File: config.mk
export PLATFORM = sky130hd
export DESIGN_NAME = carrier_gen
export DESIGN_NICKNAME = d
export VERILOG_FILES = /design/src/rtl/carrier_gen.sv
export SDC_FILE = /design/constraint.sdc
export NUM_CORES = 1
export LEC_CHECK = 0
export ABC_AREA = 1
export CAP_MARGIN = 20
export CORE_MARGIN = 5
export CORE_UTILIZATION = 50
export DETAILED_ROUTE_END_ITERATION = 6
export PLACE_DENSITY = 0.83
export SYNTH_ARGS = -nofsm -noshare
export SYNTH_HDL_FRONTEND = slang
export SYNTH_SLANG_ARGS = --single-unit
File: constraint.sdc
create_clock -name clk -period 5.1 [get_ports clk]
set_input_delay 1.02 -clock clk [delete_from_list [all_inputs] [get_ports clk]]
set_output_delay 1.02 -clock clk [all_outputs]
set_load 0.05 [all_outputs]
File: src/rtl/carrier_gen.sv
// carrier_gen
// Programmable carrier generator for the pulse transmitter.
// The high and low phase lengths, the burst length and the idle polarity are
// latched into shadow registers at each period boundary. Changing an input in
// the middle of a period therefore cannot glitch the output.
//
// Ports
//   clk            system clock
//   sys_rst_n      asynchronous active-low reset
//   en             run request (level); deassert = stop at the next period end
//   abort          immediate stop; takes priority over everything else
//   high_duration  active phase length minus 1
//   low_duration   inactive phase length minus 1
//   num_periods    periods per burst; 0 = continuous
//   polarity       idle/inactive level of out; the active level is !polarity
//   out            carrier output (registered)
//   busy           1 while in HIGH or LOW
//   period_done    1-cycle pulse at the end of each full period
//   burst_done     1-cycle pulse when a finite burst completes
//
// state | meaning
// IDLE  | stopped; pol_q follows polarity every cycle
// HIGH  | active phase, hi_q+1 clocks
// LOW   | inactive phase, lo_q+1 clocks; its last cycle is the period end
// HOLD  | finite burst finished; waits for en to drop
module carrier_gen #(
    parameter int TIMER_WIDTH = 12,
    parameter int CNT_WIDTH   = 8
) (
    input  logic                   clk,
    input  logic                   sys_rst_n,
    input  logic                   en,
    input  logic                   abort,
    input  logic [TIMER_WIDTH-1:0] high_duration,
    input  logic [TIMER_WIDTH-1:0] low_duration,
    input  logic [CNT_WIDTH-1:0]   num_periods,
    input  logic                   polarity,
    output logic                   out,
    output logic                   busy,
    output logic                   period_done,
    output logic                   burst_done
);

    typedef enum logic [1:0] {
        S_IDLE = 2'd0,
        S_HIGH = 2'd1,
        S_LOW  = 2'd2,
        S_HOLD = 2'd3
    } state_t;

    localparam logic [TIMER_WIDTH-1:0] T_ONE = TIMER_WIDTH'(1);
    localparam logic [CNT_WIDTH-1:0]   C_ONE = CNT_WIDTH'(1);

    state_t                 state_q, state_d;
    logic [TIMER_WIDTH-1:0] cnt_q, cnt_d;
    logic [CNT_WIDTH-1:0]   pcnt_q, pcnt_d;
    logic [CNT_WIDTH-1:0]   pcnt_inc;
    logic [TIMER_WIDTH-1:0] hi_q, hi_d;
    logic [TIMER_WIDTH-1:0] lo_q, lo_d;
    logic [CNT_WIDTH-1:0]   np_q, np_d;
    logic                   pol_q, pol_d;
    logic                   pd_d, bd_d;
    logic                   out_d, busy_d;

    always_comb begin
        state_d  = state_q;
        cnt_d    = cnt_q;
        pcnt_d   = pcnt_q;
        pcnt_inc = pcnt_q + C_ONE;
        hi_d     = hi_q;
        lo_d     = lo_q;
        np_d     = np_q;
        pol_d    = pol_q;
        pd_d     = 1'b0;
        bd_d     = 1'b0;

        case (state_q)
            S_IDLE: begin
                pol_d = polarity;
                if (en) begin
                    state_d = S_HIGH;
                    hi_d    = high_duration;
                    lo_d    = low_duration;
                    np_d    = num_periods;
                    cnt_d   = high_duration;
                    pcnt_d  = '0;
                end
            end
            S_HIGH: begin
                if (cnt_q != '0) begin
                    cnt_d = cnt_q - T_ONE;
                end else begin
                    state_d = S_LOW;
                    cnt_d   = lo_q;
                end
            end
            S_LOW: begin
                if (cnt_q != '0) begin
                    cnt_d = cnt_q - T_ONE;
                end else begin
                    pd_d   = 1'b1;
                    pcnt_d = pcnt_inc;
                    if ((np_q != '0) && (pcnt_inc == np_q)) begin
                        state_d = S_HOLD;
                        bd_d    = 1'b1;
                    end else if (!en) begin
                        state_d = S_IDLE;
                    end else begin
                        state_d = S_HIGH;
                        hi_d    = high_duration;
                        lo_d    = low_duration;
                        np_d    = num_periods;
                        pol_d   = polarity;
                        cnt_d   = high_duration;
                    end
                end
            end
            S_HOLD: begin
                if (!en) begin
                    state_d = S_IDLE;
                end
            end
            default: begin
                state_d = S_IDLE;
            end
        endcase

        // Abort cancels any transition taken above. The inactive level stays
        // the one already latched, so out cannot flip while stopping.
        if (abort) begin
            state_d = S_IDLE;
            cnt_d   = '0;
            pcnt_d  = '0;
            hi_d    = hi_q;
            lo_d    = lo_q;
            np_d    = np_q;
            pol_d   = (state_q == S_IDLE) ? polarity : pol_q;
            pd_d    = 1'b0;
            bd_d    = 1'b0;
        end

        // Registering the next-state view keeps out/busy aligned with state_q.
        out_d  = pol_d ^ (state_d == S_HIGH);
        busy_d = (state_d == S_HIGH) || (state_d == S_LOW);
    end

    always_ff @(posedge clk or negedge sys_rst_n) begin
        if (!sys_rst_n) begin
            state_q     <= S_IDLE;
            cnt_q       <= '0;
            pcnt_q      <= '0;
            hi_q        <= '0;
            lo_q        <= '0;
            np_q        <= '0;
            pol_q       <= 1'b0;
            out         <= 1'b0;
            busy        <= 1'b0;
            period_done <= 1'b0;
            burst_done  <= 1'b0;
        end else begin
            state_q     <= state_d;
            cnt_q       <= cnt_d;
            pcnt_q      <= pcnt_d;
            hi_q        <= hi_d;
            lo_q        <= lo_d;
            np_q        <= np_d;
            pol_q       <= pol_d;
            out         <= out_d;
            busy        <= busy_d;
            period_done <= pd_d;
            burst_done  <= bd_d;
        end
    end

endmodule
Yosys cells after proc, flatten, opt, wreduce, memory -nomap -nowiden
Index checks and enable logic that the tools add are counted.
{"block": "word_totals", "reg_bits": 47, "latch_bits": 0, "ram_bits": 0, "romBits": 0, "input_bits": 37, "output_inout_bits": 4, "word_cells": 75, "mem_count": 0}
{"block": "classes", "add_sub_neg": 2, "n_mul": 0, "n_div": 0, "order_cmp": 0, "n_eq_ne": 11, "n_shift": 0, "mux": 39, "bitwise_logic": 2, "reduce_logical": 11}
{"cell": "12-bit 2-to-1 mux", "n": 8}
{"cell": "8-bit 2-to-1 mux", "n": 6}
{"cell": "12-bit one-hot mux with 3 select lines", "n": 1}
{"cell": "8-bit one-hot mux with 2 select lines", "n": 2}
{"cell": "12-bit one-hot mux with 2 select lines", "n": 1}
{"cell": "1-bit 2-to-1 mux", "n": 13}
{"cell": "2-bit 2-to-1 mux", "n": 6}
{"cell": "12-bit nonzero test", "n": 1}
{"cell": "12-bit by 1-bit subtractor with 12-bit output, second input constant", "n": 1}
{"cell": "8-bit by 1-bit adder with 8-bit output, second input constant", "n": 1}
{"cell": "8-bit == test", "n": 1}
{"cell": "2-bit one-hot mux with 4 select lines", "n": 1}
{"cell": "8-bit nonzero test", "n": 1}
{"cell": "2-bit == test, second input constant", "n": 3}
{"cell": "3-bit != test, second input constant", "n": 2}
{"cell": "2-bit by 1-bit == test with 1-bit output, second input constant", "n": 2}
{"cell": "2-bit != test, second input constant", "n": 2}
{"cell": "4-bit != test, second input constant", "n": 1}
{"cell": "4-bit AND reduction", "n": 1}
{"cell": "4-bit nonzero test", "n": 1}
{"cell": "3-bit AND reduction", "n": 1}
{"cell": "3-bit nonzero test", "n": 1}
{"cell": "2-bit logical NOT", "n": 1}
{"cell": "1-bit one-hot mux with 2 select lines", "n": 1}
{"cell": "other kinds (6)", "n": 6}

Logic depth before layout (Yosys ltp)
{"block": "depth", "depth_word": 9, "ltp_mapped": 21, "mapped_depth_nobuf": 20}

Worst setup path after synthesis
Ideal clock, no wire load.
{"block": "synth_path", "path_kind": "input port to flip-flop", "startpoint": "input port en", "endpoint": "register lo_q[11]", "setup_time_ns": 0.120, "arrival_ns": 2.269, "path_slack_ns": 2.712, "stages": 8, "n_path_buf": 3, "cell_sequence": "buf_4 inv_1 clkbuf_1 nor3_2 nand2_2 buf_6 nor2_1 a21oi_2"}
{"block": "synth_between", "elab_chain_len": 4}
{"item": "start: declaration", "line": "32", "source": "input logic en,"}
{"item": "12-bit 2-to-1 mux (*)"}
{"item": "12-bit 2-to-1 mux (2 in series)"}
{"item": "12-bit one-hot mux with 2 select lines (*)"}
{"item": "end signal: assignment", "line": "165", "source": "lo_q <= lo_d;"}
{"item": "end: declaration", "line": "59", "source": "logic [TIMER_WIDTH-1:0] lo_q, lo_d;"}
Every way passes the cells marked *; elsewhere a longest branch is shown, timed or not. The select of a mux whose other input is x is not followed.
A chain may end at the register's enable or synchronous reset.

Final worst setup path
{"block": "layout_path", "startpoint": "input port en", "endpoint": "register np_q[1]"}
{"block": "layout_between", "elab_chain_len": 4}
{"item": "8-bit 2-to-1 mux (*)"}
{"item": "8-bit 2-to-1 mux (2 in series)"}
{"item": "8-bit one-hot mux with 2 select lines (*)"}
{"item": "end signal: assignment", "line": "166", "source": "np_q <= np_d;"}
{"item": "end: declaration", "line": "60", "source": "logic [CNT_WIDTH-1:0] np_q, np_d;"}
Marked as above.

==> key figures <==
Outcome
  – Outcome: finished clean

GRT
  – First-pass GRT wire length: 12700 um
  – Vias in the first global route: 2810
  – Total track usage: 20.2%
  – Gr ovfl total: 0
  – Initial antenna violation count: 0
  – Largest net degree at the start of global routing: 48

Cells and area
  – Share of post-route cells with drive strength above 1: 9.42%
  – Inserted Diodes: 0
  – Fin util: 58.6%
  – Commonest non-fill, non-tap cell in the layout: nand2_1
  – Area Overhead vs Synth: 15.9%
  – NumNets Final: 510
  – Most frequent cells in the layout: nand2_1, inv_1, dfrtp_1

Worst setup path
  – Crit path max fanout: 31
  – Crit end category: flip-flop
  – CP max stage delay: 0.72 ns
  – Crit-path cells: clkdlybuf4s50_1 -> inv_1 -> nor3_2 -> nand2_2 -> nor2_1 -> a21oi_2
  – Crit path launch type: primary input
  – Crit path kind: primary input to flip-flop
  – Worst EP required: 5.27 ns
  – Critical path data arrival time: 3.66 ns
  – Crit-path slowest cell: clkdlybuf4s50_1

Drt
  – Routed len/inst: 13.9 um
  – Total wire length: 7580 um
  – Vias post-DR: 2946
  – Drt via density: 5.42
  – Iteration-0 DRC count of the detailed router: 263
  – Post-route ant nets: 0
  – DRT Pass-1 Iters: 5
  – Drc violations: 0

Synthesis
  – Top cells by area, synth: dfrtp_1, nand2_1, inv_1
  – Ys flop type: dfrtp_1
  – Mapped Nets: 478
  – FFs w/ async S/R, synth: 100%
  – Yosys reg bits: 47
  – Distinct cells, synth: 41
  – Synth Cell Area: 3160 um2
  – Yosys warnings: 0
  – Mapped Cells: 434
  – Seq/Total Area, Yosys: 37.3%
  – Syn avg cell area: 7.27 um2
  – Post-synth EDFFs: 0
  – Post-synth top area share: 37.3%
  – Synth area leader: dfrtp_1

Clock network
  – CTS buffer count: 5
  – Htree depth: 2
  – Post-CTS resize count: 0
  – Clk root buf: clkbuf_8
  – Later-pin clock latency in the skew report: 0.30 ns
  – Worst-path clk slew: 0.09 ns
  – Worst-case clock buffer depth: 2
  – CTS tree: done
  – TritonCTS sink count: 47
  – Hold_buf cts: 0
  – Post-CTS setup buffer count: 0

Run
  – Max_cap viols: 0

STA
  – Slew Viols, Final: 0
  – Hold Fails Final Rpt: 0
  – Worst setup margin: 1.60 ns
  – Clock Skew: 0.00841 ns
  – Fin crit period: 3.50 ns
  – Max Fclk: 286 MHz
  – Finish-stage setup viols: 0
  – Worst-Margin Slew: 0.672 ns
  – Final Cycle Share: 68.6%
  – Unrepaired setup endpoints after global routing: no
  – Rel. slew slack: 55.0%
  – Setup_tns: 0 ns

Power and ir drop
  – Switch share: 47.3%
  – VDD IR max: 0.000251 V
  – Reg power frac: 31.9%
  – Share of total power in the clock network: 13.1%
  – Leak pwr: 1.73 nW
  – Logic pwr share: 55.0%
  – P per Cell Area: 521 nW/um2
  – Switch Pwr: 0.901 mW
  – Overall Power: 1.91 mW
  – Internal: 1.01 mW

Place
  – Port Buf Inserts: 40
  – Pre-CTS WS: 1.38 ns
  – RePlAce Congestion: 0.913
  – Detailed Place HPWL: 5590 um

Floorplan
  – Die area: 8000 um2
  – Die X: 89.4 um
  – # rows: 29
  – Initial Util: 50.6%
  – Ports: 41
  – Die H: 89.4 um
  – Core area: 6240 um2

Worst hold path
  – Worst Hold Class: flip-flop to flip-flop
-- cell families after synthesis --
logic type | synth area share, %
simple gates | 29.9
buf+inv | 10.3
flops | 37.3
fa+ha+maj | 2.78
mux | 0.952
compound gates | 17.2
xor+xnor | 1.67
-- cell type report --
type / count / area, um2
sequential: 47 / 1180
tap: 77 / 96.3
timing repair buffer: 41 / 415
multi-input combinational: 314 / 1650
fill: 577 / 2580
clock buffer: 8 / 100
inverter: 57 / 215
-- Yosys cell counts (2+ instances only) --
cell type	count
a21oi_1	13
a21oi_2	10
a22oi_1	2
buf_4	3
buf_6	5
clkbuf_1	6
dfrtp_1	47
ha_1	7
inv_1	52
inv_2	3
mux2i_1	3
nand2_1	124
nand2_2	5
nand2_4	3
nand3_1	34
nand3_2	2
nor2_1	28
nor2_2	5
nor3_1	7
o211ai_1	8
o21ai_0	26
o21ai_1	5
o21ai_2	2
o221ai_1	4
o22ai_1	6
o31ai_1	5
xor2_1	5
-- registers in the layout (all words and copies together), names as in the netlist --
| register | flops |
|---|---|
| burst_done | 1 |
| busy | 1 |
| cnt_q | 12 |
| lo_q | 12 |
| np_q | 8 |
| out | 1 |
| pcnt_q | 8 |
| period_done | 1 |
| pol_q | 1 |
| state_q | 2 |
-- final timing paths --
path	start	end	slack (ns)	cells after the start
hold reg to reg	lo_q[0]	lo_q[0]	0.49	2
hold / removal	lo_q[0]	lo_q[0]	0.49	2
min in group asynchronous	sys_rst_n	cnt_q[9]	0.66	1
max in group asynchronous	sys_rst_n	pcnt_q[1]	3.92	2
setup / recovery	en	np_q[1]	1.60	6
setup reg to reg	cnt_q[0]	np_q[1]	2.34	11
-- power by group through the flow --
| stage | clock (mW) | sequential (mW) | combinational, mW |
|---|---|---|---|
| after floorplan | 0 | 0.610 | 0.826 |
| final | 0.249 | 0.609 | 1.05 |
| after global placement | 0 | 0.610 | 0.998 |
| after CTS | 0.255 | 0.608 | 1.04 |
| after detailed placement | 0 | 0.615 | 1.03 |
| after global routing | 0.269 | 0.627 | 1.19 |
-- stage by stage --
step           hold slack, ns  instance area (um2)  cells
2_1_floorplan           0.442                 3160    434
3_3_place_gp            0.459                 3540    535
3_5_place_dp            0.467                 3540    535
4_1_cts                 0.489                 3640    543
5_1_grt                 0.511                 3660    544
6_report                0.486                 3660    544
-- per-layer routing --
layer	GRT usage [%]	routed length (um)
met1	26.4	3320
met3	3.78	505
met2	33.5	3650
met5	0	0
met4	6.90	97
-- worst max-delay path: cells and delay by family --
kind	cells	cell delay, ns
compound gates	1	0.05
buf+inv	2	1.11
simple gates	3	1.48
Power figures use the tool's default switching activity.
